<file path="src/rtl/rect_pulse_gen_mc_if.sv">
// Interface bundling the control, configuration and status signals of the
// multi-channel rectangular pulse generator.
//
// Signals (master = controller side, slave = generator side):
//   en          run enable
//   mode        0 = continuous, 1 = one-shot
//   trig        one-shot start pulse (one clk wide)
//   div         prescaler, one tick every div+1 clocks
//   period      period length is period+1 ticks
//   width       per-channel high time, channel i at [i*CNT_W +: CNT_W]
//   amp         per-channel amplitude, channel i at [i*AMP_W +: AMP_W]
//   offset      per-channel delay from period start, channel i at [i*CNT_W +: CNT_W]
//   cfg_load    capture period/width/amp/offset into staging
//   out         per-channel output level
//   active      generator is running
//   period_tick one-clk pulse on the last tick of each period
//   cfg_pending staged configuration not yet applied
interface rect_pulse_gen_mc_if #(
    parameter int unsigned N_CH  = 4,
    parameter int unsigned CNT_W = 8,
    parameter int unsigned AMP_W = 3,
    parameter int unsigned DIV_W = 16
);
    logic                    en;
    logic                    mode;
    logic                    trig;
    logic [DIV_W-1:0]        div;
    logic [CNT_W-1:0]        period;
    logic [N_CH*CNT_W-1:0]   width;
    logic [N_CH*AMP_W-1:0]   amp;
    logic [N_CH*CNT_W-1:0]   offset;
    logic                    cfg_load;
    logic [N_CH*AMP_W-1:0]   out;
    logic                    active;
    logic                    period_tick;
    logic                    cfg_pending;

    modport master (
        output en,
        output mode,
        output trig,
        output div,
        output period,
        output width,
        output amp,
        output offset,
        output cfg_load,
        input  out,
        input  active,
        input  period_tick,
        input  cfg_pending
    );

    modport slave (
        input  en,
        input  mode,
        input  trig,
        input  div,
        input  period,
        input  width,
        input  amp,
        input  offset,
        input  cfg_load,
        output out,
        output active,
        output period_tick,
        output cfg_pending
    );
endinterface

</file>
<file path="src/rtl/rect_pulse_gen_mc.sv">
// Multi-channel rectangular pulse generator.
//
// All channels share one prescaler and one period phase counter. Each channel
// has its own width, amplitude and offset. Configuration goes through a
// staging register (written by cfg_load) and a shadow register (used by the
// datapath); staging moves to shadow only while idle or on a period wrap, so
// a running waveform never sees a half-applied configuration.
//
// Ports:
//   clk    system clock
//   rst_n  asynchronous active-low reset, released synchronously via armed_q
//   bus    rect_pulse_gen_mc_if slave modport (control, config, status)
module rect_pulse_gen_mc #(
    parameter int unsigned N_CH  = 4,
    parameter int unsigned CNT_W = 8,
    parameter int unsigned AMP_W = 3,
    parameter int unsigned DIV_W = 16
) (
    input logic                 clk,
    input logic                 rst_n,
    rect_pulse_gen_mc_if.slave  bus
);

    typedef enum logic [0:0] {StIdle, StRun} state_e;

    // One-shot FSM and bookkeeping
    state_e                state_q, state_d;
    logic                  armed_q, armed_d;
    logic                  mode_q, mode_d;

    // Timebase
    logic [DIV_W-1:0]      psc_q, psc_d;
    logic [CNT_W-1:0]      phase_q, phase_d;

    // Staging configuration (written by cfg_load)
    logic [CNT_W-1:0]      st_period_q, st_period_d;
    logic [N_CH*CNT_W-1:0] st_width_q, st_width_d;
    logic [N_CH*AMP_W-1:0] st_amp_q, st_amp_d;
    logic [N_CH*CNT_W-1:0] st_offset_q, st_offset_d;

    // Shadow configuration (used by the datapath)
    logic [CNT_W-1:0]      sh_period_q, sh_period_d;
    logic [N_CH*CNT_W-1:0] sh_width_q, sh_width_d;
    logic [N_CH*AMP_W-1:0] sh_amp_q, sh_amp_d;
    logic [N_CH*CNT_W-1:0] sh_offset_q, sh_offset_d;

    logic                  pending_q, pending_d;
    logic [N_CH*AMP_W-1:0] out_q, out_d;

    logic active;
    logic mode_chg;
    logic run_on;
    logic tick;
    logic wrap;
    logic shot_end;
    logic apply;

    // Channel level for a given phase. d is the distance from the effective
    // offset, taken modulo the period length, in CNT_W+1 bits so that
    // period = 2**CNT_W - 1 cannot overflow.
    function automatic logic chan_high(
        input logic [CNT_W-1:0] ph,
        input logic [CNT_W-1:0] per,
        input logic [CNT_W-1:0] wid,
        input logic [CNT_W-1:0] off
    );
        logic [CNT_W:0]   p_len;
        logic [CNT_W:0]   d;
        logic [CNT_W-1:0] off_eff;
        p_len   = {1'b0, per} + (CNT_W+1)'(1);
        off_eff = (off > per) ? per : off;
        if (ph >= off_eff) begin
            d = {1'b0, ph} - {1'b0, off_eff};
        end else begin
            d = {1'b0, ph} + p_len - {1'b0, off_eff};
        end
        return d < {1'b0, wid};
    endfunction

    // Run status and timebase decode
    always_comb begin
        mode_chg = (bus.mode != mode_q);

        // armed_q holds the generator off for the first clk after reset release.
        active = 1'b0;
        if (armed_q) begin
            if (!bus.mode) begin
                active = bus.en;
            end else begin
                active = (state_q == StRun);
            end
        end

        // A mode change or en dropping during a one-shot run aborts this clk.
        run_on   = active && !mode_chg && bus.en;
        tick     = run_on && (psc_q == bus.div);
        wrap     = tick && (phase_q == sh_period_q);
        shot_end = wrap && bus.mode;
        apply    = pending_q && (!run_on || wrap);
    end

    // Prescaler and phase counter
    always_comb begin
        psc_d   = psc_q;
        phase_d = phase_q;
        if (!run_on) begin
            psc_d   = '0;
            phase_d = '0;
        end else begin
            psc_d = tick ? '0 : psc_q + DIV_W'(1);
            if (wrap) begin
                phase_d = '0;
            end else if (tick) begin
                phase_d = phase_q + CNT_W'(1);
            end
        end
    end

    // One-shot FSM; continuous mode keeps it parked in StIdle.
    always_comb begin
        state_d = state_q;
        armed_d = 1'b1;
        mode_d  = bus.mode;
        case (state_q)
            StIdle: begin
                if (armed_q && bus.mode && !mode_chg && bus.en && bus.trig) begin
                    state_d = StRun;
                end
            end
            StRun: begin
                if (!run_on || shot_end) begin
                    state_d = StIdle;
                end
            end
            default: state_d = StIdle;
        endcase
    end

    // Configuration double buffering. When cfg_load coincides with a transfer,
    // the transfer takes the old staging values and the new ones stay pending.
    always_comb begin
        st_period_d = st_period_q;
        st_width_d  = st_width_q;
        st_amp_d    = st_amp_q;
        st_offset_d = st_offset_q;
        sh_period_d = sh_period_q;
        sh_width_d  = sh_width_q;
        sh_amp_d    = sh_amp_q;
        sh_offset_d = sh_offset_q;
        pending_d   = pending_q;

        if (apply) begin
            sh_period_d = st_period_q;
            sh_width_d  = st_width_q;
            sh_amp_d    = st_amp_q;
            sh_offset_d = st_offset_q;
            pending_d   = 1'b0;
        end
        if (bus.cfg_load) begin
            st_period_d = bus.period;
            st_width_d  = bus.width;
            st_amp_d    = bus.amp;
            st_offset_d = bus.offset;
            pending_d   = 1'b1;
        end
    end

    // Output levels, registered: out shows the phase of the previous clk.
    // The one-shot wrap clears out together with active.
    always_comb begin
        out_d = '0;
        if (run_on && !shot_end) begin
            for (int unsigned i = 0; i < N_CH; i++) begin
                if (chan_high(phase_q, sh_period_q, sh_width_q[i*CNT_W +: CNT_W],
                              sh_offset_q[i*CNT_W +: CNT_W])) begin
                    out_d[i*AMP_W +: AMP_W] = sh_amp_q[i*AMP_W +: AMP_W];
                end
            end
        end
    end

    always_ff @(posedge clk or negedge rst_n) begin
        if (!rst_n) begin
            state_q     <= StIdle;
            armed_q     <= 1'b0;
            mode_q      <= 1'b0;
            psc_q       <= '0;
            phase_q     <= '0;
            st_period_q <= '0;
            st_width_q  <= '0;
            st_amp_q    <= '0;
            st_offset_q <= '0;
            sh_period_q <= '0;
            sh_width_q  <= '0;
            sh_amp_q    <= '0;
            sh_offset_q <= '0;
            pending_q   <= 1'b0;
            out_q       <= '0;
        end else begin
            state_q     <= state_d;
            armed_q     <= armed_d;
            mode_q      <= mode_d;
            psc_q       <= psc_d;
            phase_q     <= phase_d;
            st_period_q <= st_period_d;
            st_width_q  <= st_width_d;
            st_amp_q    <= st_amp_d;
            st_offset_q <= st_offset_d;
            sh_period_q <= sh_period_d;
            sh_width_q  <= sh_width_d;
            sh_amp_q    <= sh_amp_d;
            sh_offset_q <= sh_offset_d;
            pending_q   <= pending_d;
            out_q       <= out_d;
        end
    end

    assign bus.out         = out_q;
    assign bus.active      = active;
    assign bus.period_tick = wrap;
    assign bus.cfg_pending = pending_q;

endmodule

</file>
<file path="src/flat_wrapper.sv">
// flat-port wrapper written by rule: the top's interface ports become plain ports
module rect_pulse_gen_mc_flat 
#(
    parameter int unsigned N_CH  = 4,
    parameter int unsigned CNT_W = 8,
    parameter int unsigned AMP_W = 3,
    parameter int unsigned DIV_W = 16
)
  (clk, rst_n, bus_en, bus_mode, bus_trig, bus_div, bus_period, bus_width, bus_amp, bus_offset, bus_cfg_load, bus_out, bus_active, bus_period_tick, bus_cfg_pending);
  rect_pulse_gen_mc_if #(.N_CH(N_CH), .CNT_W(CNT_W), .AMP_W(AMP_W), .DIV_W(DIV_W)) bus_i ();
  input logic clk;
  input logic rst_n;
  input wire logic [$bits(bus_i.en)-1:0] bus_en;
  input wire logic [$bits(bus_i.mode)-1:0] bus_mode;
  input wire logic [$bits(bus_i.trig)-1:0] bus_trig;
  input wire logic [$bits(bus_i.div)-1:0] bus_div;
  input wire logic [$bits(bus_i.period)-1:0] bus_period;
  input wire logic [$bits(bus_i.width)-1:0] bus_width;
  input wire logic [$bits(bus_i.amp)-1:0] bus_amp;
  input wire logic [$bits(bus_i.offset)-1:0] bus_offset;
  input wire logic [$bits(bus_i.cfg_load)-1:0] bus_cfg_load;
  output wire logic [$bits(bus_i.out)-1:0] bus_out;
  output wire logic [$bits(bus_i.active)-1:0] bus_active;
  output wire logic [$bits(bus_i.period_tick)-1:0] bus_period_tick;
  output wire logic [$bits(bus_i.cfg_pending)-1:0] bus_cfg_pending;
  assign bus_i.en = bus_en;
  assign bus_i.mode = bus_mode;
  assign bus_i.trig = bus_trig;
  assign bus_i.div = bus_div;
  assign bus_i.period = bus_period;
  assign bus_i.width = bus_width;
  assign bus_i.amp = bus_amp;
  assign bus_i.offset = bus_offset;
  assign bus_i.cfg_load = bus_cfg_load;
  assign bus_out = bus_i.out;
  assign bus_active = bus_i.active;
  assign bus_period_tick = bus_i.period_tick;
  assign bus_cfg_pending = bus_i.cfg_pending;
  rect_pulse_gen_mc #(.N_CH(N_CH), .CNT_W(CNT_W), .AMP_W(AMP_W), .DIV_W(DIV_W)) u_core (.clk(clk), .rst_n(rst_n), .bus(bus_i));
endmodule
</file>
<file path="config.mk">
export PLATFORM = sky130hd
export DESIGN_NAME = rect_pulse_gen_mc_flat
export DESIGN_NICKNAME = d
export VERILOG_FILES = /design/src/rtl/rect_pulse_gen_mc_if.sv /design/src/rtl/rect_pulse_gen_mc.sv /design/src/flat_wrapper.sv
export SDC_FILE = /design/constraint.sdc
export NUM_CORES = 1
export LEC_CHECK = 0
export ABC_AREA = 1
export CAP_MARGIN = 30
export CORE_ASPECT_RATIO = 1.75
export CORE_MARGIN = 2
export CORE_UTILIZATION = 50
export CTS_CLUSTER_SIZE = 14
export DETAILED_ROUTE_END_ITERATION = 16
export PLACE_DENSITY = 0.71
export SYNTH_ARGS = -nofsm -noshare
export SYNTH_HDL_FRONTEND = slang
export SYNTH_SLANG_ARGS = --single-unit
</file>
<file path="constraint.sdc">
create_clock -name clk -period 7.9 [get_ports clk]
set_input_delay 0.79 -clock clk [delete_from_list [all_inputs] [get_ports clk]]
set_output_delay 0.79 -clock clk [all_outputs]
set_load 0.05 [all_outputs]
</file>
======== After elaboration in Yosys (flattened, before gate mapping) ========
Index checks and enable logic that the tools add are counted.
Widths: inputs -> output; s select.
storage, ports and cells
  input port bits ......................... 106
  word-level logic and storage cells ...... 90
  register bits ........................... 208
cells by class
  add/subtract/negate cells ............... 12
  bitwise logic cells ..................... 1
  order comparisons ....................... 12
  eq/ne operators ......................... 4
  muxes and demuxes ....................... 29
  reductions and logical operators ........ 17
operators with widths
  kind                   number
  $mux 9                 8
  $mux 8                 7
  $lt 9x8->1             4
  $sub 8x8->9            4
  $sub 9x8->9            4
  $ge 8x8->1             4
  $gt 8x8->1             4
  $mux 16                2
  $add 16x1->16 const B  1
  $eq 16x16->1           1
  $mux 12                1
  $mux 3                 4
  $logic_and 1x1->1      11
  $add 8x1->9 const B    1
  $add 8x9->9            1
  $add 8x1->8 const B    1
  $eq 8x8->1             1
  $mux 1                 6
  $logic_not 1->1        3
  $ne 3x3->1 const B     1
  $logic_or 1x1->1       2
  $pmux 1 s2             1
  $reduce_bool 2->1      1
  $ne 1x1->1             1
  $not 1->1              1

======== Logic depth before layout (Yosys ltp) ========
Gate-level depths: netlist of the first run.
  depth in word-level cells ............... 13
  mapped depth ............................ 35
  depth with buffers taken out ............ 34

======== Worst setup path before layout of the first run ========
Ideal clock, no wire load.
  path kind ............................... reg2reg
  start point ............................. register u_core.sh_period_q[3]
  end point ............................... register u_core.out_q[6], in the netlist u_core.bus.out[6]
  cell stages (with the launch flop) ...... 29
  arrival ................................. 4.105 ns
  slack ................................... 3.724 ns
  cell sequence ........................... dfrtp_1 > inv_1 > ha_1 > a21oi_1 > o21ai_0 > nand2_1 > o211ai_1 > o21ai_1 > clkbuf_1 > a21oi_1 > ha_1 > nand2_1 > o21ai_2 > a21oi_1 > o21bai_1 > nand2_1 > nand2_1 > a21oi_1 > or2_1 > nand2_4 > mux2i_1 > ha_1 > nand2_1 > nor2_1 > a211oi_1 > nor2_1 > nor2_1 > nand2_1 > nor2_1
between the ends
  longest elaborated chain between the ends .. 8
RTL lines
  item                                       RTL line                                          text
  start: declaration                         rect_pulse_gen_mc.sv:42                           logic [CNT_W-1:0] sh_period_q, sh_period_d;
  start signal: assignment                   rect_pulse_gen_mc.sv:209                          sh_period_q <= sh_period_d;
  $add 8x1->9 or $gt 8x8->1 (tied branches)  rect_pulse_gen_mc.sv:70, rect_pulse_gen_mc.sv:71
  $add 8x9->9 or $mux 8 (tied branches)      rect_pulse_gen_mc.sv:75, rect_pulse_gen_mc.sv:71
  $sub 9x8->9, or another cell as far along  rect_pulse_gen_mc.sv:75                           d = {1'b0, ph} + p_len - {1'b0, off_eff};
  $mux 9                                     rect_pulse_gen_mc.sv:72                           if (ph >= off_eff) begin
  $mux 9                                     rect_pulse_gen_mc.sv:172                          if (run_on && !shot_end) begin
  $lt 9x8->1                                 rect_pulse_gen_mc.sv:77                           return d < {1'b0, wid};
  $mux 3                                     rect_pulse_gen_mc.sv:174                          if (chan_high(phase_q, sh_period_q, sh_width_q[i*CNT_W +: CNT_W],
  $mux 12 (*)                                rect_pulse_gen_mc.sv:172
  named net u_core.out_d[6]                  rect_pulse_gen_mc.sv:48                           logic [N_CH*AMP_W-1:0] out_q, out_d;
  end signal: assignment                     rect_pulse_gen_mc.sv:214                          out_q <= out_d;
  end: declaration                           rect_pulse_gen_mc.sv:48
Mark *: on every way through the listed nets, which the timed path passes. The rest lies on a longest branch. The select of a mux whose other input is x is not followed.
A chain may end at the register's enable or synchronous reset.

======== Worst setup path in the final report of the first run ========
Same ends and word-level chain as after synthesis.

==> results.yml, run 1 <==
outcome:
  status: "finished, final reports clean"
critical_path:
  r2r-start: "u_core.sh_period_q[3]$_DFFE_PN0P_"
  critPathLaunchType: "register"
  cpPeakStageDelay_ps: 500
  crit_path_end_kind: "register"
  crit_path_frequent_cell: "nand2_1"
  crit_path_start: "u_core.sh_period_q[3]$_DFFE_PN0P_"
  worstPathRequired_ps: 8350
  arrival_ps: 5540
  crit_slowest_cell: "o21ai_1"
  setup.worst_path.class: "register to register"
  critPathMaxFanout: 16
place:
  place.gp.congestion: 0.997
  post-dp-hpwl_um: 26800
  place_inst: 2176
  dp_slack_ps: 2870
  port_buffers: 120
yosys:
  synth_xor_xnor_area_share: 0.0338
  syn_area_um2: 13700
  ys_seq_area_frac: 0.380
  synthArstFlopShare: 1.00
  avgSynthCellArea_um2: 7.94
  yosys_warnings: 0
  yosysUniqueCellTypes: 53
  syn_nets: 1964
  synth_top_area_cell: "dfrtp_1"
  synthMuxAreaShare: 0.00584
  synth.area.top_cells: "dfrtp_1, ha_1, nand2_1, o21ai_0, inv_1"
  syn_inst: 1727
  synth_seq_cells: 208
  yosys.area_share.adder: 0.125
  synth_edf_count: 0
  synth-simple-area-share: 0.215
  synth_ff_type: "dfrtp_1"
  synth_top_area_frac: 0.380
  synth_compound_area_frac: 0.148
  synth_top_family_by_area: "simple AND/OR/NAND/NOR gates"
sta:
  min_period_over_period: 0.644
  rsz0062_at_grt: "no"
  hold_viol_final: 0
  period_minus_slack_ps: 5090
  drv_slew: 0
  tightest_slew_ps: 918
  max_freq_mhz: 196
  tns_ps: 0
  finClkSkew_ps: 25.1
  max_slew_margin: 0.384
  setup_viol: 0
  layout_setup_ws_ps: 2810
finish:
  fin_cells: 2213
  fin_util: 0.588
  insertedDiodeCount: 0
  nets: 2067
  area_growth_pct: 16.4
  layout-drive-gt1-share: 0.0781
detailed_routing:
  routed-via-count: 11432
  drt_wl_total_um: 33900
  routedWlPerCell_um: 15.3
  postRouteAntennaNets: 0
  drtIter0Drc: 528
  route.detailed.drc: 0
  viasPerCell: 5.17
  drtPass1Iterations: 6
clock_network:
  cts_resized: 0
  cts_setup_buffers: 0
  clock_latency_ps: 530
  cts_made_buffers: 21
  clock-sinks: 208
  cts_max_level: 1
  ctsHoldBuffers: 0
  clkTransAtPathRegs_ps: 70
  cts_tree: "yes"
  cts_max_path_buffers: 3
  root_buffer: "clkbuf_16"
global_route:
  grt_pass1_vias: 11420
  globalRouteTotalUtil: 0.244
  grt_pass1_wl_um: 56000
  antenna_found_initial: 0
  grt_max_degree: 95
  gr-total-overflow: 0
floorplan:
  rows: 80
  dieWidth_um: 129
  die_area_um2: 28800
  pin_count: 121
  coreArea_um2: 27100
  chipHeight_um: 223
  start_util: 0.505
hold_path:
  hp-class: "primary input to async pin"
power_and_ir_drop:
  ir_worst_vdd_v: 0.000145
  cellLeakagePower_nw: 7.89
  p_per_area_nw_per_um2: 272
  power.total_w: 0.00434
run:
  maxCapViolCount: 0
## placed cells by master (no fill, tap or decap), types with 4 or more instances in the layout
master and instances:
nand2_2 22, clkinv_2 7, bufinv_16 4, nand3_1 61, o21ai_1 10, nor2_2 8
or2_2 5, a211oi_1 5, inv_1 269, clkbuf_16 21, inv_2 12, dfrtp_1 208
mux2i_1 8, ha_1 122, nor3_1 22, o21bai_1 14, and3_1 4, fa_1 9
nor2_1 75, nand2_1 360, nand4_1 11, xor2_1 33, clkbuf_8 4, a21o_1 4
a21oi_1 100, clkdlybuf4s50_1 118, o21ai_0 221, o211ai_1 5, nand3_2 16, xnor2_1 18
nand2_4 19, nor4_1 7, buf_4 5
## Yosys cell counts (2+ instances only)
master / count
xnor2_1: 18
inv_2: 12
nor2_4: 3
or2_2: 5
buf_2: 5
nand4_1: 11
clkbuf_1: 37
clkinv_2: 2
nor3_1: 22
nor4_1: 7
fa_1: 9
nand2_4: 18
nand3_4: 2
xor2_1: 33
nand2_2: 23
a31oi_4: 2
a211oi_1: 5
o211ai_1: 5
o21ai_0: 221
inv_1: 269
a21o_1: 4
nand3_1: 61
and3_1: 4
nor3b_1: 2
mux2i_1: 8
nand2_1: 360
o21bai_1: 14
nor2_1: 75
ha_1: 122
a21oi_1: 100
o21a_1: 3
dfrtp_1: 208
nand4_4: 2
o31ai_1: 3
o21ai_2: 3
nand3_2: 16
nor2_2: 8
o21ai_1: 10
## registers in the layout, summed over array words and instances, names as in the netlist
name / flops
u_core.sh_offset_q: 32
u_core.sh_width_q: 32
u_core.st_offset_q: 32
u_core.st_width_q: 32
u_core.psc_q: 16
u_core.bus.out: 12
u_core.sh_amp_q: 12
u_core.st_amp_q: 12
u_core.phase_q: 8
u_core.sh_period_q: 8
u_core.st_period_q: 8
u_core.armed_q: 1
u_core.bus.cfg_pending: 1
u_core.mode_q: 1
u_core.state_q: 1
## critical path: cells and delay by family, from the launching register on
| kind | cells | cell delay, ps |
|---|---|---|
| fa+ha+maj | 3 | 1000 |
| flops | 1 | 440 |
| buf+inv | 1 | 290 |
| compound gates | 12 | 2140 |
| simple gates | 12 | 1160 |
## worst paths after layout
kind,to,slack [ps],depth (start not counted)
max reg2reg,u_core.bus.out[6]$_DFF_PN0_,2810,28
max in group asynchronous,u_core.sh_amp_q[7]$_DFFE_PN0P_,6300,2
max,u_core.bus.out[6]$_DFF_PN0_,2810,28
min in group clk,u_core.sh_amp_q[3]$_DFFE_PN0P_,490,2
min reg2reg,u_core.sh_amp_q[3]$_DFFE_PN0P_,490,2
min,u_core.st_period_q[0]$_DFFE_PN0P_,260,1
## cell type report
type	count	area [µm²]
Timing Repair Buffer	124	1230
Multi-Input combinational cell	1191	7240
Inverter	284	1080
Clock buffer	26	574
Clock inverter	11	161
Fill cell	2531	11200
Tap cell	369	462
Sequential cell	208	5200
## layer usage
metal,share of wire,vias up,GRT usage
li1,-,5795,-
met4,0.061,0,0.136
met3,0.034,104,0.0252
met2,0.51,246,0.439
met5,0,-,0
met1,0.39,5287,0.278
## stage by stage
stage	cell area (µm²)	hold slack, ps
after floorplan	13700	447
after global placement	15200	466
after detailed placement	15200	473
after CTS	16000	261
after global routing	16000	297
final	16000	258
## power breakdown
| group | switching, W | leakage, nW | internal (W) |
|---|---|---|---|
| clock network | 0.000430 | 0.363 | 0.000647 |
| registers | 0.0000648 | 2.62 | 0.00117 |
| logic | 0.00126 | 4.90 | 0.000774 |
| total | 0.00175 | 7.89 | 0.00259 |
## kinds of logic after synthesis
kind of cell / count (synthesis)
buf+inv: 328
simple gates: 623
compound gates: 376
xor+xnor: 52
other cells: 1
mux: 8
flops: 208
fa+ha+maj: 131
Power figures use the tool's default switching activity.
==> run 2: changes to the inputs <==
clock period = 4.8 ns   (was 7.9 ns; I/O delays follow)
==> results.yml, run 2 (synthesized netlist as in run 1, its figures left out) <==
finish:
  nets: 2098
  nFillCells: 2467
  area_growth_pct: 18.4
  fin_util: 0.598
  final_common_cell: "nand2_1"
  seq_area_um2: 5210
  layout_common_cells: "nand2_1, inv_1, o21ai_0, dfrtp_1, ha_1"
  layout-drive-gt1-share: 0.0997
  multi_input_area_um2: 7290
  stdcell_area_um2: 16200
  insertedDiodeCount: 0
critical_path:
  setup.worst_path.class: "register to register"
  critPathMaxFanout: 6
  reg2reg_to: "u_core.bus.out[2]$_DFF_PN0_"
  r2r-start: "u_core.sh_period_q[0]$_DFFE_PN0P_"
  crit_path_cell_trace: "inv_1 -> ha_1 -> fa_1 -> o21ai_1 -> a21oi_1 -> o21ai_1 -> xnor2_1 -> inv_1 -> ha_1 -> inv_1 -> a21oi_1 -> o21ai_0 -> o21ai_0 -> inv_1 -> ha_1 -> a21oi_1 -> o21bai_1 -> a21oi_1 -> nand2_1 -> nor2_1"
  arrival_ps: 4960
  cp_top_family: "adder cells"
  crit_path_end_kind: "register"
  crit_slowest_cell: "dfrtp_1"
  rr_worst_depth: 20
  critPathLaunchType: "register"
  cpPeakStageDelay_ps: 540
  rrSetupSlack_ps: 290
  worstPathRequired_ps: 5250
  path_buf_inv: 4
floorplan:
  dieWidth_um: 129
  rows: 80
  die_area_um2: 28800
  chipHeight_um: 223
  start_util: 0.505
  coreArea_um2: 27100
  pin_count: 121
sta:
  period_minus_slack_ps: 4510
  finClkSkew_ps: 12.1
  setup_viol: 0
  drv_slew: 0
  min_period_over_period: 0.940
  hold_viol_final: 2
  max_slew_margin: 0.491
  hold_slack_ps: -9.92
  max_freq_mhz: 222
  tightest_slew_ps: 764
global_route:
  globalRouteTotalUtil: 0.252
  grt_pass1_vias: 11463
  grt_pass1_wl_um: 57800
  grt_max_degree: 117
  antenna_found_initial: 0
  gr-total-overflow: 0
outcome:
  violations: "negative hold slack"
  status: "complete, but fails checks"
detailed_routing:
  drt_wl_total_um: 35600
  postRouteAntennaNets: 0
  drtIter0Drc: 528
  viasPerCell: 5.13
  routedWlPerCell_um: 15.8
  route.detailed.drc: 0
  drtPass1Iterations: 4
  routed-via-count: 11521
clock_network:
  clock-sinks: 208
  clkTransAtPathRegs_ps: 60
  cts_max_path_buffers: 3
  root_buffer: "clkbuf_16"
  cts_tree: "yes"
  clock_latency_ps: 520
  cts_max_level: 1
  cts_made_buffers: 21
power_and_ir_drop:
  ir_worst_vdd_v: 0.000281
  power.total_w: 0.00715
  cellLeakagePower_nw: 8.03
  internal_power_w: 0.00424
  clkPwrFrac: 0.235
  p_sw_frac: 0.407
  p_switching_w: 0.00291
  combPwrFrac: 0.481
  p_seq_frac: 0.284
  p_per_area_nw_per_um2: 440
place:
  post-dp-hpwl_um: 28100
  place.gp.congestion: 1.00
  port_buffers: 120
  placed_area_um2: 15400
hold_path:
  hp-class: "primary input to async pin"
run:
  maxCapViolCount: 0
==> run 2: changes by cell type in the layout (fill, tap and decap cells not counted), moves of 2 or more <==
cell and delta:
o21ai_1 +4, inv_1 -4, clkinv_2 -2, dfrtp_2 +2, bufinv_16 -3, inv_2 +2
nand2_2 +2, clkbuf_8 +5, buf_4 +27, dfrtp_1 -2, buf_12 +2, o21ai_0 -5
==> run 2: worst max-delay path by stage <==
stage	startpoint	to	slack, ps	cells past startpoint
2_1_floorplan	u_core.sh_period_q[3]$_DFFE_PN0P_	u_core.bus.out[6]$_DFF_PN0_	620	28
3_3_place_gp	u_core.sh_period_q[3]$_DFFE_PN0P_	u_core.bus.out[8]$_DFF_PN0_	120	28
3_5_place_dp	u_core.sh_period_q[3]$_DFFE_PN0P_	u_core.bus.out[8]$_DFF_PN0_	-20	28
4_1_cts	u_core.sh_period_q[1]$_DFFE_PN0P_	u_core.bus.out[8]$_DFF_PN0_	60	28
5_1_grt	u_core.sh_period_q[2]$_DFFE_PN0P_	u_core.bus.out[8]$_DFF_PN0_	-80	29
6_report	u_core.sh_period_q[0]$_DFFE_PN0P_	u_core.bus.out[2]$_DFF_PN0_	290	20
==> run 2: cell type report <==
| class | count | area share |
|---|---|---|
| clock inverter | 6 | 0.00378 |
| inverter | 284 | 0.0670 |
| sequential | 208 | 0.321 |
| timing repair buffer | 153 | 0.0909 |
| clock buffer | 31 | 0.0396 |
| tap | 369 | 0.0285 |
| multi-input combinational | 1193 | 0.449 |
==> run 2: worst register-to-register path, stage by stage, from the launching register on <==
cell,delay (ps)
dfrtp_1,540
inv_1,230
ha_1,310
fa_1,440
o21ai_1,350
a21oi_1,150
o21ai_1,210
xnor2_1,140
inv_1,190
ha_1,410
inv_1,100
a21oi_1,140
o21ai_0,90
o21ai_0,80
inv_1,70
ha_1,290
a21oi_1,150
o21bai_1,80
a21oi_1,120
nand2_1,210
nor2_1,160
==> run 2: what timing repair did <==
| item | CTS | global route |
|---|---|---|
| buffers inserted | 0 | 7 |
| pin swaps | 0 | 3 |
| resized for setup | 1 | 18 |
| cloned | 0 | 2 |
| endpoints found under the setup margin | 3 | 9 |
| hold buffers | 0 | 0 |
| endpoints found under the hold margin | 0 | 0 |
==> run 2: metrics by stage <==
step                cells  TNS (ps)  setup slack, ps
CTS                  2235         0             64.8
finish               2244         0              290
global placement     2198         0              118
floorplan            1727         0              624
global route         2244      -305            -80.9
detailed placement   2198     -23.2            -15.7
==> run 2: power by group through the flow <==
stage / sequential [W] / combinational [W] / clock [W]
finish: 0.00203 / 0.00344 / 0.00168
global route: 0.00205 / 0.00393 / 0.00179
CTS: 0.00203 / 0.00340 / 0.00173
detailed placement: 0.00206 / 0.00337 / 0
global placement: 0.00206 / 0.00330 / 0
floorplan: 0.00203 / 0.00250 / 0
==> run 2: metal layers <==
| layer | vias up | track usage | part of all wire |
|---|---|---|---|
| li1 | 5867 | - | - |
| met1 | 5310 | 0.283 | 0.39 |
| met2 | 256 | 0.469 | 0.52 |
| met3 | 88 | 0.0281 | 0.036 |
| met4 | 0 | 0.115 | 0.052 |
| met5 | - | 0 | 0 |
